===== src/rtl/writeback_stage.sv =====
// ============================================================================
// writeback_stage: selects one of NUM_SRC results or an aligned/extended load,
// waits for late memory data, drives a registered RF write and forwarding port.
// Optional retire counter: define WB_RETIRE_CNT_EN. Revision: 1.0
// ============================================================================
`default_nettype none

module writeback_stage #(
  parameter int WIDTH      = 32,
  parameter int NUM_SRC    = 4,
  parameter int REG_ADDR_W = 5,
  parameter int CNT_W      = 64,
  parameter int SEL_W      = $clog2(NUM_SRC)
) (
  input  logic                     clk,
  input  logic                     rst,
  input  logic                     in_valid,
  output logic                     in_ready,
  input  logic                     in_reg_write,
  input  logic [REG_ADDR_W-1:0]    in_rd,
  input  logic                     in_is_load,
  input  logic [SEL_W-1:0]         in_wb_sel,
  input  logic [NUM_SRC*WIDTH-1:0] in_src_data,
  input  logic [2:0]               in_funct3,
  input  logic [2:0]               in_addr_lo,
  input  logic                     mem_rvalid,
  input  logic [WIDTH-1:0]         mem_rdata,
  output logic                     rf_we,
  output logic [REG_ADDR_W-1:0]    rf_waddr,
  output logic [WIDTH-1:0]         rf_wdata,
  output logic                     fwd_valid,
  output logic [REG_ADDR_W-1:0]    fwd_rd,
  output logic [WIDTH-1:0]         fwd_data,
  output logic [CNT_W-1:0]         retire_count
);

  typedef enum logic [0:0] {
    IDLE     = 1'b0,
    WAIT_MEM = 1'b1
  } state_t;

  state_t                state_q, state_d;
  logic [REG_ADDR_W-1:0] pend_rd_q, pend_rd_d;
  logic                  pend_we_q, pend_we_d;
  logic [2:0]            pend_f3_q, pend_f3_d;
  logic [2:0]            pend_addr_q, pend_addr_d;
  logic                  rf_we_q, rf_we_d;
  logic [REG_ADDR_W-1:0] rf_waddr_q, rf_waddr_d;
  logic [WIDTH-1:0]      rf_wdata_q, rf_wdata_d;

  logic                  w_accept;
  logic                  w_complete;
  logic                  w_cmp_we;
  logic [REG_ADDR_W-1:0] w_cmp_rd;
  logic [WIDTH-1:0]      w_cmp_data;
  logic [WIDTH-1:0]      w_src_data;

  // Lanes are picked by the truncated offset, so misaligned accesses never trap.
  function automatic logic [WIDTH-1:0] extract_load(
    input logic [WIDTH-1:0] raw,
    input logic [2:0]       f3,
    input logic [2:0]       a
  );
    logic [63:0] w64;
    logic [2:0]  byte_lane;
    logic [1:0]  half_lane;
    logic        word_lane;
    logic [7:0]  b;
    logic [15:0] h;
    logic [31:0] w;
    logic [63:0] r;
    w64       = 64'(raw);
    byte_lane = (WIDTH == 64) ? a : {1'b0, a[1:0]};
    half_lane = (WIDTH == 64) ? a[2:1] : {1'b0, a[1]};
    word_lane = (WIDTH == 64) ? a[2] : 1'b0;
    b = 8'(w64 >> {byte_lane, 3'b000});
    h = 16'(w64 >> {half_lane, 4'b0000});
    w = 32'(w64 >> {word_lane, 5'b00000});
    case (f3)
      3'b000:  r = {{56{b[7]}}, b};
      3'b001:  r = {{48{h[15]}}, h};
      3'b010:  r = {{32{w[31]}}, w};
      3'b100:  r = {56'b0, b};
      3'b101:  r = {48'b0, h};
      3'b110:  r = (WIDTH == 64) ? {32'b0, w} : {{32{w[31]}}, w};
      default: r = (WIDTH == 64) ? w64 : {{32{w[31]}}, w};
    endcase
    return WIDTH'(r);
  endfunction

  always_comb begin
    w_src_data = in_src_data[WIDTH-1:0];
    for (int k = 1; k < NUM_SRC; k++) begin
      if (in_wb_sel == SEL_W'(k)) w_src_data = in_src_data[k*WIDTH +: WIDTH];
    end
  end

  assign in_ready = (state_q == IDLE);
  assign w_accept = in_valid && in_ready;

  always_comb begin
    state_d     = state_q;
    pend_rd_d   = pend_rd_q;
    pend_we_d   = pend_we_q;
    pend_f3_d   = pend_f3_q;
    pend_addr_d = pend_addr_q;
    w_complete  = 1'b0;
    w_cmp_we    = 1'b0;
    w_cmp_rd    = '0;
    w_cmp_data  = '0;
    case (state_q)
      IDLE: begin
        if (w_accept) begin
          w_cmp_we = in_reg_write;
          w_cmp_rd = in_rd;
          if (!in_is_load) begin
            w_complete = 1'b1;
            w_cmp_data = w_src_data;
          end else if (mem_rvalid) begin
            w_complete = 1'b1;
            w_cmp_data = extract_load(mem_rdata, in_funct3, in_addr_lo);
          end else begin
            pend_rd_d   = in_rd;
            pend_we_d   = in_reg_write;
            pend_f3_d   = in_funct3;
            pend_addr_d = in_addr_lo;
            state_d     = WAIT_MEM;
          end
        end
      end
      default: begin
        if (mem_rvalid) begin
          w_complete = 1'b1;
          w_cmp_we   = pend_we_q;
          w_cmp_rd   = pend_rd_q;
          w_cmp_data = extract_load(mem_rdata, pend_f3_q, pend_addr_q);
          state_d    = IDLE;
        end
      end
    endcase
    rf_we_d    = w_complete && w_cmp_we && (w_cmp_rd != '0);
    rf_waddr_d = w_complete ? w_cmp_rd : rf_waddr_q;
    rf_wdata_d = w_complete ? w_cmp_data : rf_wdata_q;
  end

  always_ff @(posedge clk) begin
    if (rst) begin
      state_q     <= IDLE;
      pend_rd_q   <= '0;
      pend_we_q   <= 1'b0;
      pend_f3_q   <= '0;
      pend_addr_q <= '0;
      rf_we_q     <= 1'b0;
      rf_waddr_q  <= '0;
      rf_wdata_q  <= '0;
    end else begin
      state_q     <= state_d;
      pend_rd_q   <= pend_rd_d;
      pend_we_q   <= pend_we_d;
      pend_f3_q   <= pend_f3_d;
      pend_addr_q <= pend_addr_d;
      rf_we_q     <= rf_we_d;
      rf_waddr_q  <= rf_waddr_d;
      rf_wdata_q  <= rf_wdata_d;
    end
  end

  assign rf_we     = rf_we_q;
  assign rf_waddr  = rf_waddr_q;
  assign rf_wdata  = rf_wdata_q;
  assign fwd_valid = rf_we_q;
  assign fwd_rd    = rf_waddr_q;
  assign fwd_data  = rf_wdata_q;

`ifdef WB_RETIRE_CNT_EN
  logic [CNT_W-1:0] retire_count_q, retire_count_d;

  // Counts every completion, including rd=0 and non-writing instructions.
  always_comb begin
    retire_count_d = retire_count_q + CNT_W'(w_complete);
  end

  always_ff @(posedge clk) begin
    if (rst) retire_count_q <= '0;
    else     retire_count_q <= retire_count_d;
  end

  assign retire_count = retire_count_q;
`else
  assign retire_count = '0;
`endif

endmodule

`default_nettype wire


===== config.mk =====
export PLATFORM = sky130hd
export DESIGN_NAME = writeback_stage
export DESIGN_NICKNAME = d
export VERILOG_FILES = /design/src/rtl/writeback_stage.sv
export SDC_FILE = /design/constraint.sdc
export NUM_CORES = 1
export LEC_CHECK = 0
export ABC_AREA = 0
export CORE_ASPECT_RATIO = 1.1
export CORE_UTILIZATION = 28
export CTS_CLUSTER_SIZE = 20
export DETAILED_ROUTE_END_ITERATION = 10
export GPL_ROUTABILITY_DRIVEN = 0
export PLACE_DENSITY = 0.66
export SYNTH_ARGS = -nofsm -noshare
export SYNTH_HDL_FRONTEND = slang
export SYNTH_SLANG_ARGS = --single-unit

===== constraint.sdc =====
create_clock -name clk -period 2.4 [get_ports clk]
set_clock_uncertainty 0.1 [all_clocks]
set_input_delay 0.24 -clock clk [delete_from_list [all_inputs] [get_ports clk]]
set_output_delay 0.24 -clock clk [all_outputs]
set_load 0.1 [all_outputs]

* After elaboration in Yosys (flattened, before gate mapping) *
Index checks and enable logic that the tools add are counted.
W data, S select, Z words.

cells by class
  shifts and indexed selects = 4
  mux-type cells = 24
  equal/unequal tests = 9
  bitwise gates (word level) = 2
  reduce and logical (&&, ||, !) cells = 7

operators by type and width
  operator              number
  $mux W32              8
  $pmux W32 S4          2
  $shr A32 B5 Y16       2
  $shr A32 B5 Y8        2
  $mux W5               3
  $eq A3 B3 Y1 const B  4
  $mux W1               11
  $eq A3 B1 Y1 const B  2
  $logic_not A3 Y1      2
  $reduce_bool A5 Y1    1
  $eq A2 B2 Y1 const B  2
  $reduce_and A4 Y1     1
  $logic_and A1 B1 Y1   3
  $eq A2 B1 Y1 const B  1
  $not A1 Y1            2

storage, ports and cells
  input bits = 179
  flip-flop bits (word level) = 50

* Depth between registers and ports, before layout *
  depth after elaboration = 7
  depth in mapped cells = 7
  gate-level depth less buffers = 5

* Least setup slack after synthesis *
No wires, ideal clock.

  path type = input to register
  start = in in_addr_lo[1]
  end = reg rf_wdata_q[30], in the netlist fwd_data[30]
  setup slack = 0.628 ns
  stages on the path = 7
  library setup time = 0.123 ns
  data arrival time = 1.549 ns
  path buffers = 2
  cell sequence = buf_6 > mux4_2 > nand2b_2 > nand2_2 > a41oi_4 > buf_6 > nand3_2

on the way
  word-level cells in the longest chain between the ends = 6
  elaborated cells on any way between the ends = 7

ends and longest elaborated chain
  element                                                   line    source
  from (decl)                                               25      input logic [2:0] in_addr_lo,
  $shr A32 B5 Y16 / $shr A32 B5 Y8 (equally long branches)  77, 76
  $pmux W32 S4 (*)                                          79      case (f3)
  $mux W32 (*)                                              119     end else if (mem_rvalid) begin
  $mux W32 (*)                                              116     if (!in_is_load) begin
  $mux W32 (*)                                              113     if (w_accept) begin
  $mux W32 (*)                                              111     case (state_q)
  to (signal assigned)                                      164     rf_wdata_q <= rf_wdata_d;
  to (decl)                                                 49      logic [WIDTH-1:0] rf_wdata_q, rf_wdata_d;

Every way passes the cells marked *; elsewhere a longest branch is shown, timed or not.
A chain may end at the register's enable or synchronous reset.

* Worst setup path in the final report *
  start = reg state_q
  end = reg rf_wdata_q[30], in the netlist fwd_data[30]

on the way
  word-level cells in the longest chain between the ends = 4
  elaborated cells on any way between the ends = 6

ends and longest elaborated chain
  element                                     line  source
  from (decl)                                 42    state_t state_q, state_d;
  from (signal assigned)                      157   state_q <= state_d;
  $not A1 Y1 (no line)                        -
  $logic_and A1 B1 Y1                         99    assign w_accept = in_valid && in_ready;
  $mux W32 / $mux W1 (equally long branches)  113
  $mux W32 / $mux W1 (equally long branches)  111

Parallel ways exist; a longest one is shown, timed or not.

==> reports/summary.md <==
## Setup path
- CP Class: flip-flop to flip-flop
- largest driver fanout on the critical path: 20
- Worst Setup Start Kind: flip-flop
- kind of capture point of the worst setup path: flip-flop
- Required @ worst endpoint: 2.54 ns
- Crit path arrival time: 2.19 ns

## STA
- post-route worst hold slack: 0.356 ns
- final worst-path cycle share: 0.853
- total count of max-transition violations in the final report: 0
- count of final setup violators: 0
- actual transition at the worst max-transition pin: 0.994 ns
- setup TNS: 0 ns
- fin worst setup slack: 0.352 ns
- max frequency: 0.488 GHz
- RSZ-0062 raised after global routing: no
- minimum period implied by the final worst setup slack: 2.05 ns
- Max-slew headroom: 0.337
- number of endpoints with negative hold slack in the final report: 0

## Layout
- area grow syn2layout: 50.3%
- area taken by multi-input logic gates: 2870 um^2
- leading cell type in the layout, fill and taps excluded: clkdlybuf4s50_1
- utilization of the core after routing: 0.435
- area taken by flip-flops and latches: 1000 um^2
- number of nets at the end of the flow: 931
- share of post-route cells with drive strength above 1: 0.231
- antenna cells: 0
- filler cell count in the final layout: 1590
- highest-count cells in the layout ignoring fill and taps: clkdlybuf4s50_1, buf_4, conb_1

## Yosys
- post-synthesis sequential element count: 50
- Netlist Area Pre-Place: 4610 um^2
- share of synthesized area occupied by flip-flops and latches: 0.217
- most frequently used flop master after synthesis: dfxtp_1
- post-synthesis average cell area: 8.60 um^2
- cell count after synthesis: 536
- number of flops mapped to enable cells by yosys: 0
- count of cell types in the netlist: 54
- proportion of netlist area held by the largest area contributor: 0.217
- share of flip-flops with an asynchronous set or reset after synthesis: 0
- Synth Warn #: 0
- most area-consuming cells after synthesis: dfxtp_1, buf_4, mux4_2
- cell type with the largest total area after synthesis: dfxtp_1

## Floorplanning
- Chip Height: 137 um
- number of rows created at floorplan: 48
- number of top-level pins: 320
- die outline area: 17000 um^2
- overall die width: 124 um
- initial core utilization: 0.290
- total core area: 15900 um^2

## Power
- Pint: 1.88 mW
- clock share of power: 0.190
- leakage power of the design: 2.81 nW
- Comb power frac: 0.562
- Power per Cell Area: 553 nW/um^2
- switching power: 1.95 mW
- switching power share of the total: 0.510
- Peak VDD IR: 0.000263 V
- relative contribution of sequential cells to total power: 0.247

## Flow run
- MaxCap Viol Count: 0

## CTS
- clock-pin slew on the worst setup and hold paths: 0.07 ns
- total number of H-tree levels: 2
- master cell of the clock root buffer: clkbuf_16
- Post CTS Setup Buffer Count: 0
- count of instances resized after the clock tree is built: 0
- CTS tree: done
- number of sinks handled by clock tree synthesis: 50
- buffers from clock root to sink, at most: 2
- TritonCTS buffer count: 5
- CTS Hold Buffers Added: 0
- Skew-Pair Late Insertion Delay: 0.29 ns

## Global route
- via count of the first global-routing pass: 4600
- total global-route track usage: 0.198
- total global routing overflow: 0
- wire length of the first global-routing pass: 26100 um
- pin count of the biggest net entering global routing: 23
- antenna violations before repair: 0

## Place
- placed wire-length estimate after detailed placement: 14600 um
- count of port buffers added during placement: 254
- worst-case setup slack after placement: 0.0960 ns

## Routing
- sum of routed wire length over all layers: 17600 um
- number of DRC markers in iteration 0: 363
- mean number of vias per cell: 5.10
- number of nets still failing antenna checks after routing: 0
- router iterations before antenna repair: 5
- number of DRC violations after detailed routing: 0
- Vias: 4857
- WL per Instance: 18.4 um

## Min path
- classification of the worst-slack hold path: flip-flop to flip-flop

## Status
- status: finished, final reports clean

-- kinds of logic after synthesis --
kind of cell | after synthesis | share of synthesized area
buffers and inverters | 151 | 0.212
AO/OA/AOI/OAI | 150 | 0.228
AND/OR/NAND/NOR | 138 | 0.152
flip-flops | 50 | 0.217
multiplexers | 46 | 0.190
other | 1 | 0.000813
-- critical path, stage by stage (launching register included) --
cell,delay (ns)
dfxtp_1,0.41
nor2_1,0.24
and3_1,0.85
a22oi_1,0.25
nand3_2,0.13
-- layer usage --
layer,GRT usage,share of wire
met1,0.235,0.38
met2,0.372,0.53
met3,0.0352,0.073
met4,0.0422,0.011
met5,0,0
-- per-stage QoR --
step	power [mW]	instances	area (um^2)
6_report	3.83	953	6930
3_3_place_gp	3.11	945	6780
3_5_place_dp	3.12	945	6780
2_1_floorplan	2.64	599	4850
4_1_cts	3.86	953	6930
5_1_grt	3.97	953	6930
-- synthesized netlist by cell type (all sizes together) (5+ instances only) --
cell,instances
buf,114
o21ai,16
dfxtp,50
o221ai,20
nand2,61
clkbuf,28
nor2b,11
inv,8
nand2b,5
a22oi,24
nor2,19
a211oi,6
mux4,33
nor3,8
mux2i,10
a21oi,29
nand3,20
o211ai,11
o22ai,11
a31oi,14
-- registers in the layout (all words and copies together), names as in the netlist --
name and count:
pend_f3_q 3, state_q 1, pend_we_q 1, fwd_data 32, pend_addr_q 2, fwd_rd 5
fwd_valid 1, pend_rd_q 5
-- power groups by stage --
stage / clock network, mW / registers [mW] / logic (mW)
2_1_floorplan: 0 / 1.32 / 1.33
3_3_place_gp: 0 / 0.967 / 2.14
3_5_place_dp: 0 / 0.968 / 2.15
4_1_cts: 0.748 / 0.950 / 2.16
5_1_grt: 0.774 / 0.959 / 2.23
6_report: 0.730 / 0.948 / 2.15
-- final timing paths --
check	cells past startpoint	slack (ns)	startpoint	end
setup reg to reg	4	0.35	state_q	fwd_data[30]
hold / removal	2	0.36	pend_rd_q[4]	pend_rd_q[4]
setup / recovery	4	0.35	state_q	fwd_data[30]
hold reg to reg	2	0.36	pend_rd_q[4]	pend_rd_q[4]
-- cell type report --
class / instances / area share
Multi-Input combinational cell: 398 / 0.415
Timing Repair Buffer: 288 / 0.379
Sequential cell: 50 / 0.144
Tap cell: 200 / 0.0361
Clock buffer: 5 / 0.0181
Inverter: 9 / 0.00488
Clock inverter: 3 / 0.00307
Power figures use the tool's default switching activity.
